### src/rtl/thumb_pc_sequencer.sv
// Program-counter sequencer for the single-cycle Thumb-subset core: conditional/unconditional
// branches, BL prefix/suffix pairing, LR write port and the one-cycle fetch flush.
module thumb_pc_sequencer #(
  parameter logic [31:0] RESET_PC = 32'h0000_0000
) (
  input  logic        clk,
  input  logic        rst_n,
  input  logic        instr_valid,
  input  logic [15:0] instr,
  input  logic [3:0]  flags,
  input  logic        stall,
  output logic [31:0] pc,
  output logic [31:0] lr_wdata,
  output logic        lr_we,
  output logic        branch_taken,
  output logic        flush,
  output logic        seq_err
);

  typedef enum logic [1:0] {RUN, BL_WAIT, FLUSH_S} state_t;

  state_t      state, state_nxt;
  logic [31:0] bl_tmp, bl_tmp_nxt, pc_nxt, lr_wdata_nxt;
  logic        lr_we_nxt, flush_nxt, seq_err_nxt;

  logic        n, z, c, v;
  logic        is_bcond, is_b, is_pre, is_suf, cond_pass;
  logic [31:0] pc_seq, pc_4, off8, off11, pre_off, suf_off;

  assign {n, z, c, v} = flags;
  assign pc_seq   = pc + 32'd2;
  assign pc_4     = pc + 32'd4;
  assign is_bcond = (instr[15:12] == 4'b1101) && (instr[11:8] <= 4'hD);
  assign is_b     = (instr[15:11] == 5'b11100);
  assign is_pre   = (instr[15:11] == 5'b11110);
  assign is_suf   = (instr[15:11] == 5'b11111);
  assign off8     = {{23{instr[7]}}, instr[7:0], 1'b0};
  assign off11    = {{20{instr[10]}}, instr[10:0], 1'b0};
  assign pre_off  = {{9{instr[10]}}, instr[10:0], 12'd0};
  assign suf_off  = {20'd0, instr[10:0], 1'b0};

  always_comb begin
    cond_pass = 1'b0;
    case (instr[11:8])
      4'h0:    cond_pass = z;
      4'h1:    cond_pass = !z;
      4'h2:    cond_pass = c;
      4'h3:    cond_pass = !c;
      4'h4:    cond_pass = n;
      4'h5:    cond_pass = !n;
      4'h6:    cond_pass = v;
      4'h7:    cond_pass = !v;
      4'h8:    cond_pass = c && !z;
      4'h9:    cond_pass = !c || z;
      4'hA:    cond_pass = (n == v);
      4'hB:    cond_pass = (n != v);
      4'hC:    cond_pass = !z && (n == v);
      4'hD:    cond_pass = z || (n != v);
      default: cond_pass = 1'b0;
    endcase
  end

  always_comb begin
    // NOTE: every output of this block gets a default first so no path can infer a latch.
    state_nxt    = state;
    pc_nxt       = pc;
    bl_tmp_nxt   = bl_tmp;
    lr_wdata_nxt = lr_wdata;
    lr_we_nxt    = 1'b0;
    flush_nxt    = 1'b0;
    seq_err_nxt  = 1'b0;
    branch_taken = 1'b0;

    if (state == FLUSH_S) begin
      state_nxt = RUN;
    end else if (instr_valid && !stall) begin
      if (is_suf && state == BL_WAIT) begin
        branch_taken = 1'b1;
        pc_nxt       = bl_tmp + suf_off;
        bl_tmp_nxt   = '0;
        lr_we_nxt    = 1'b1;
        lr_wdata_nxt = pc_seq | 32'd1;
      end else begin
        // Anything other than a suffix in BL_WAIT, or a suffix in RUN, breaks the pair.
        seq_err_nxt = (state == BL_WAIT) || is_suf;
        if (state == BL_WAIT) bl_tmp_nxt = '0;
        state_nxt = RUN;
        pc_nxt    = pc_seq;
        if (is_pre) begin
          bl_tmp_nxt = pc_4 + pre_off;
          state_nxt  = BL_WAIT;
        end else if (is_b) begin
          branch_taken = 1'b1;
          pc_nxt       = pc_4 + off11;
        end else if (is_bcond && cond_pass) begin
          branch_taken = 1'b1;
          pc_nxt       = pc_4 + off8;
        end
      end
      if (branch_taken) begin
        state_nxt = FLUSH_S;
        flush_nxt = 1'b1;
      end
    end
  end

  // NOTE: state registers use non-blocking assignments so all of them update from pre-edge values.
  always_ff @(posedge clk or negedge rst_n) begin
    if (!rst_n) begin
      state    <= RUN;
      pc       <= RESET_PC;
      bl_tmp   <= '0;
      lr_wdata <= '0;
      lr_we    <= 1'b0;
      flush    <= 1'b0;
      seq_err  <= 1'b0;
    end else begin
      state    <= state_nxt;
      pc       <= pc_nxt;
      bl_tmp   <= bl_tmp_nxt;
      lr_wdata <= lr_wdata_nxt;
      lr_we    <= lr_we_nxt;
      flush    <= flush_nxt;
      seq_err  <= seq_err_nxt;
    end
  end

endmodule

### config.mk
export PLATFORM = sky130hd
export DESIGN_NAME = thumb_pc_sequencer
export DESIGN_NICKNAME = d
export VERILOG_FILES = /design/src/rtl/thumb_pc_sequencer.sv
export SDC_FILE = /design/constraint.sdc
export NUM_CORES = 1
export LEC_CHECK = 0
export CORE_AREA = 2 2 184 186
export CTS_CLUSTER_SIZE = 16
export DETAILED_ROUTE_END_ITERATION = 16
export DIE_AREA = 0 0 186 188
export GPL_TIMING_DRIVEN = 0
export PLACE_DENSITY_LB_ADDON = 0.3
export SLEW_MARGIN = 0
export SYNTH_ARGS = -nofsm -noshare
export SYNTH_HDL_FRONTEND = slang
export SYNTH_SLANG_ARGS = --single-unit
export TNS_END_PERCENT = 5
### constraint.sdc
create_clock -name clk -period 8.1 [get_ports clk]
set_input_delay 0.81 -clock clk [delete_from_list [all_inputs] [get_ports clk]]
set_output_delay 0.81 -clock clk [all_outputs]
set_load 0.005 [all_outputs]
==> results_dict.tcl, run 1 <==
set metrics [dict create \
    critPathCaptureType "primary output" \
    yosys_most_used_dff "dfrtp_1" \
    fin_ws_ns 2.78 \
    dr.pass1.iters 8 \
    power.leakage_nw 4.89 \
    synthCells 1212 \
    start_util_pct 29.6 \
    synth_edf_count 0 \
    grt_start_max_net_pins 69 \
    die_h_um 188 \
    core-area_um2 33100 \
    setup_viol 0 \
    worstPathArrival_ns 4.51 \
    grt_pass1_wl_um 53500 \
    dp_hpwl_um 28300 \
    cts_tree "built" \
    clkLatencyLatePin_ns 0.36 \
    syn_area_per_cell_um2 8.09 \
    critPathLaunchType "input pin" \
    async_flop_share_pct 100 \
    dieWidth_um 186 \
    nets 1422 \
    cts_setup_buffers 0 \
    post_dp_cell_area_um2 11300 \
    gp_congestion 0.925 \
    postCtsHoldBufs 0 \
    grt_pass1_vias 9120 \
    gr-usage-met3_pct 1.98 \
    fin_setup_tns_ns 0 \
    placedCellCount 1752 \
    syn_area_um2 9810 \
    cts-root-buf "clkbuf_16" \
    drive_gt1_share_pct 5.38 \
    dieArea_um2 35000 \
    ant_nets 0 \
    crit_required_ns 7.29 \
    ys_ff_latch 101 \
    clockBufferDepth 2 \
    global_route.usage.total_pct 19.9 \
    final.period_utilization_pct 65.6 \
    overflow 0 \
    worstSetupPathType "input pin to primary output" \
    wl_per_cell_um 19.6 \
    cts_resized 0 \
    whs_ns 0.408 \
    maxCapViolations 0 \
    power_mw 3.54 \
    num_io_pins 92 \
    rsz0062_at_grt "no" \
    final_core_util_pct 35.3 \
    period_minus_slack_ns 5.32 \
    powerDensity_nw_per_um2 303 \
    met1_usage_pct 28.4 \
    totalWireLength_um 34700 \
    worstPathMaxFanout 25 \
    status "completed" \
    rows 67 \
    slew_viol_final 0 \
    area_delta_synth_final_pct 19.0 \
    worst_pin_slew_ns 1.21 \
    clock_sinks 101 \
    relSlewSlack_pct 18.4 \
    path_clk_slew_ns 0.07 \
    mostFrequentLayoutCells "155 x nand2_1, 103 x o21ai_0, 101 x dfrtp_1" \
    h-tree-depth 3 \
    design_area_um2 11700 \
    syn_nets 1318 \
    viasPerCell 5.46 \
    cts_buffers 9 \
    drt-initial-drc-count 976 \
    hp-class "input pin to async pin" \
    grt_use_met2_pct 31.1 \
    ys_seq_area_share_pct 25.8 \
    drc_errors 0 \
    antenna_found_initial 0 \
    vdd_ir_drop_max_uv 131 \
    max_freq_mhz 188 \
    final.setup_skew_ns 0.0133 \
    placement.io_buffers 90 \
    top_usage_layer "met2" \
    yosysWarnings 0 \
    report.final.hold_viol_count 0 \
    final_common_cell "nand2_1" \
    antenna_cells 0 \
    dr_total_vias 9656 \
    pre_cts_ws_ns 2.71 \
    stdcell_count 1768 \
    ys_types 79 \
]
[cells by family after synthesis]
family / Yosys count / synth area share, %
buf+inv: 94 / 3.96
mux: 13 / 1.56
compound gates: 372 / 25.5
xor+xnor: 143 / 12.8
simple gates: 407 / 19.8
fa+ha+maj: 82 / 10.7
flops: 101 / 25.8
[cells in the mapped netlist, drive strengths merged (10+ instances only)]
cell / n / share of area [%]
a21o: 30 / 2.3
ha: 79 / 10
dfrtp: 101 / 26
o31ai: 13 / 1.0
a221oi: 10 / 1.0
nor2: 82 / 3.2
nand2b: 11 / 0.70
xor2: 67 / 6.0
nor3: 25 / 1.3
nand3: 51 / 2.7
or3: 11 / 0.70
xnor2: 76 / 6.8
o21bai: 13 / 1.0
a211oi: 14 / 1.1
buf: 19 / 1.1
nand2: 155 / 5.9
a21oi: 75 / 3.8
nand4: 21 / 1.5
a22o: 28 / 2.5
a31oi: 14 / 1.0
o21ai: 106 / 5.4
inv: 31 / 1.2
and3: 12 / 0.77
clkbuf: 44 / 1.7
[layout make-up]
cell class	instances	area [µm²]
clock inverter	6	111
buffer	63	272
clock buffer	9	225
timing repair buffer	93	965
inverter	31	116
sequential	101	2530
tap	448	561
fill	3456	21400
multi-input combinational	1017	6900
[worst paths after layout]
kind                        startpoint            to  slack [ns]  cells after the start
max                          instr[10]  branch_taken        2.78                     10
min                              rst_n     bl_tmp[3]        0.41                      1
max reg2reg                      pc[4]        pc[29]        2.95                     16
min reg2reg                lr_wdata[0]   lr_wdata[0]        0.47                      1
max in group asynchronous        rst_n  lr_wdata[26]        6.96                      2
min in group clk           lr_wdata[0]   lr_wdata[0]        0.47                      1
[power breakdown]
group | total [mW] | internal (mW) | switching (mW)
Clock | 0.508 | 0.301 | 0.207
Sequential | 0.757 | 0.604 | 0.154
Combinational | 2.28 | 0.909 | 1.37
[per-layer routing]
metal,share of wire (%),vias to the layer above
met2,44,339
met3,5.4,62
li1,-,4667
met1,47,4588
met5,0,-
met4,3.2,0
[registers in the layout (all words and copies together), names as in the netlist]
| register | cells |
|---|---|
| lr_we | 1 |
| pc | 32 |
| flush | 1 |
| bl_tmp | 32 |
| seq_err | 1 |
| lr_wdata | 32 |
| state | 2 |
[worst max-delay path: stages]
cell and delay, ns:
clkdlybuf4s50_1 1.24, nand2_1 0.16, mux2i_1 0.17, or4b_1 0.52, a31oi_4 0.36, nor3_2 0.12, buf_6 0.18, buf_2 0.20
nor2_1 0.18, clkdlybuf4s50_1 0.53
(Power assumes the default switching activity.)
==> run 2, diff against run 1 <==
- clock period: 8.1 -> 4.45 ns (I/O delays scaled with it)
==> run 2 against run 1 <==
  * Final area rose by 2.2%
  * Cell count rose by 0.28%
  * Register-to-register slack got worse by 2.8 ns
  * Via count rose by 0.87%
==> results_dict.tcl, run 2 (synthesized netlist as in run 1, its figures left out) <==
set metrics [dict create \
    clkLatencyLatePin_ns 0.36 \
    global_route.usage.total_pct 20.0 \
    area_delta_synth_final_pct 21.7 \
    hp-class "input pin to async pin" \
    slew_viol_final 0 \
    vdd_ir_drop_max_uv 238 \
    final_core_util_pct 36.0 \
    core-area_um2 33100 \
    drive_gt1_share_pct 8.53 \
    dieArea_um2 35000 \
    dr_total_vias 9740 \
    max_freq_mhz 233 \
    top_regs "bl_tmp x32, lr_wdata x32, pc x32" \
    antenna_cells 0 \
    critPathLaunchType "register" \
    post_dp_cell_area_um2 11300 \
    nets 1427 \
    worstPathArrival_ns 4.53 \
    viasPerCell 5.49 \
    dp_hpwl_um 28300 \
    period_minus_slack_ns 4.28 \
    critPathCaptureType "register" \
    drc_errors 0 \
    relSlewSlack_pct 9.06 \
    gp_congestion 0.925 \
    maxCapViolations 0 \
    crit_chain "ha_4, and3_1, and3_1, xor2_2, ha_1, buf_2, a211oi_1, nor2_1, o311ai_1, nand3_1, a41oi_4, nor3_1, or3_1, a21o_1, a32o_1" \
    h-tree-depth 3 \
    clock_sinks 101 \
    dr.pass1.iters 5 \
    final_common_cell "nand2_1" \
    cts_buffers 9 \
    drt-initial-drc-count 853 \
    start_util_pct 29.6 \
    grt_pass1_wl_um 53700 \
    rows 67 \
    die_h_um 188 \
    num_io_pins 92 \
    placement.io_buffers 90 \
    final.period_utilization_pct 96.2 \
    grt_pass1_vias 9139 \
    final.setup_skew_ns 0.0142 \
    slowest_delay_ns 0.45 \
    mostFrequentLayoutCells "155 x nand2_1, 100 x o21ai_0, 97 x dfrtp_1" \
    worstSetupPathType "register to register" \
    dieWidth_um 186 \
    pre_cts_ws_ns -0.645 \
    worst_pin_slew_ns 1.36 \
    clockBufferDepth 2 \
    totalWireLength_um 35100 \
    path_clk_slew_ns 0.07 \
    ant_nets 0 \
    power.leakage_nw 5.02 \
    status "completed" \
    crit_required_ns 4.69 \
    wl_per_cell_um 19.8 \
    worstPathMaxFanout 7 \
    crit_buf_inv 1 \
    overflow 0 \
    powerDensity_nw_per_um2 555 \
    postCtsHoldBufs 0 \
    cts_tree "built" \
    ff2ff_setup_slack_ns 0.17 \
    report.final.hold_viol_count 0 \
    cts-root-buf "clkbuf_16" \
    fin_ws_ns 0.167 \
    critPathSlowestCell "dfrtp_2" \
    grt_start_max_net_pins 69 \
    design_area_um2 11900 \
    setup_viol 0 \
    antenna_found_initial 0 \
    rsz0062_at_grt "yes" \
    crit_family "compound AO/OA/AOI/OAI gates" \
    crit_top_cell "and3_1" \
]
==> run 2: cell type report <==
| cell class | count | area (µm²) |
|---|---|---|
| clock inverter | 6 | 111 |
| fill | 3432 | 21200 |
| inverter | 31 | 116 |
| multi-input combinational | 1017 | 7120 |
| sequential | 101 | 2530 |
| timing repair buffer | 101 | 1000 |
| tap | 448 | 561 |
| buffer | 60 | 263 |
| clock buffer | 9 | 225 |
==> run 2: worst paths after layout <==
kind                             start      endpoint  depth (start not counted)
hold reg to reg            lr_wdata[0]   lr_wdata[0]                          1
setup / recovery                 pc[3]        pc[29]                         15
setup reg to reg                 pc[3]        pc[29]                         15
max in group asynchronous        rst_n  lr_wdata[26]                          2
hold / removal                   rst_n     bl_tmp[3]                          1
min in group clk           lr_wdata[0]   lr_wdata[0]                          1
==> run 2: per-layer routing <==
metal	wire, µm	part of all wire [%]	vias up	GRT usage [%]
met1	16400	47	4653	28.5
met3	2080	5.9	50	1.86
met4	917	2.6	0	6.90
met2	15800	45	362	31.4
met5	0	0	-	0
li1	-	-	4675	-
==> run 2: repair_timing <==
action / CTS / global route
resized for setup: 15 / 33
pin swaps: 0 / 6
endpoints found under the setup margin: 23 / 24
buffers inserted: 0 / 9
==> run 2: report_power, final <==
group	total [mW]	internal, mW	switching [mW]
registers	1.40	1.10	0.302
clock network	0.924	0.548	0.375
logic	4.30	1.75	2.54
total	6.62	3.40	3.22
==> run 2: per-stage QoR <==
step	total power [mW]	setup TNS (ns)	instances	hold slack [ns]
2_1_floorplan	4.08	0	1212	0.149
3_3_place_gp	5.42	-121.10	1750	0.454
3_5_place_dp	5.43	-6.99	1752	0.447
4_1_cts	6.42	-0.146	1767	0.0587
5_1_grt	7.08	-0.207	1773	0.0844
6_report	6.62	0	1773	0.0450
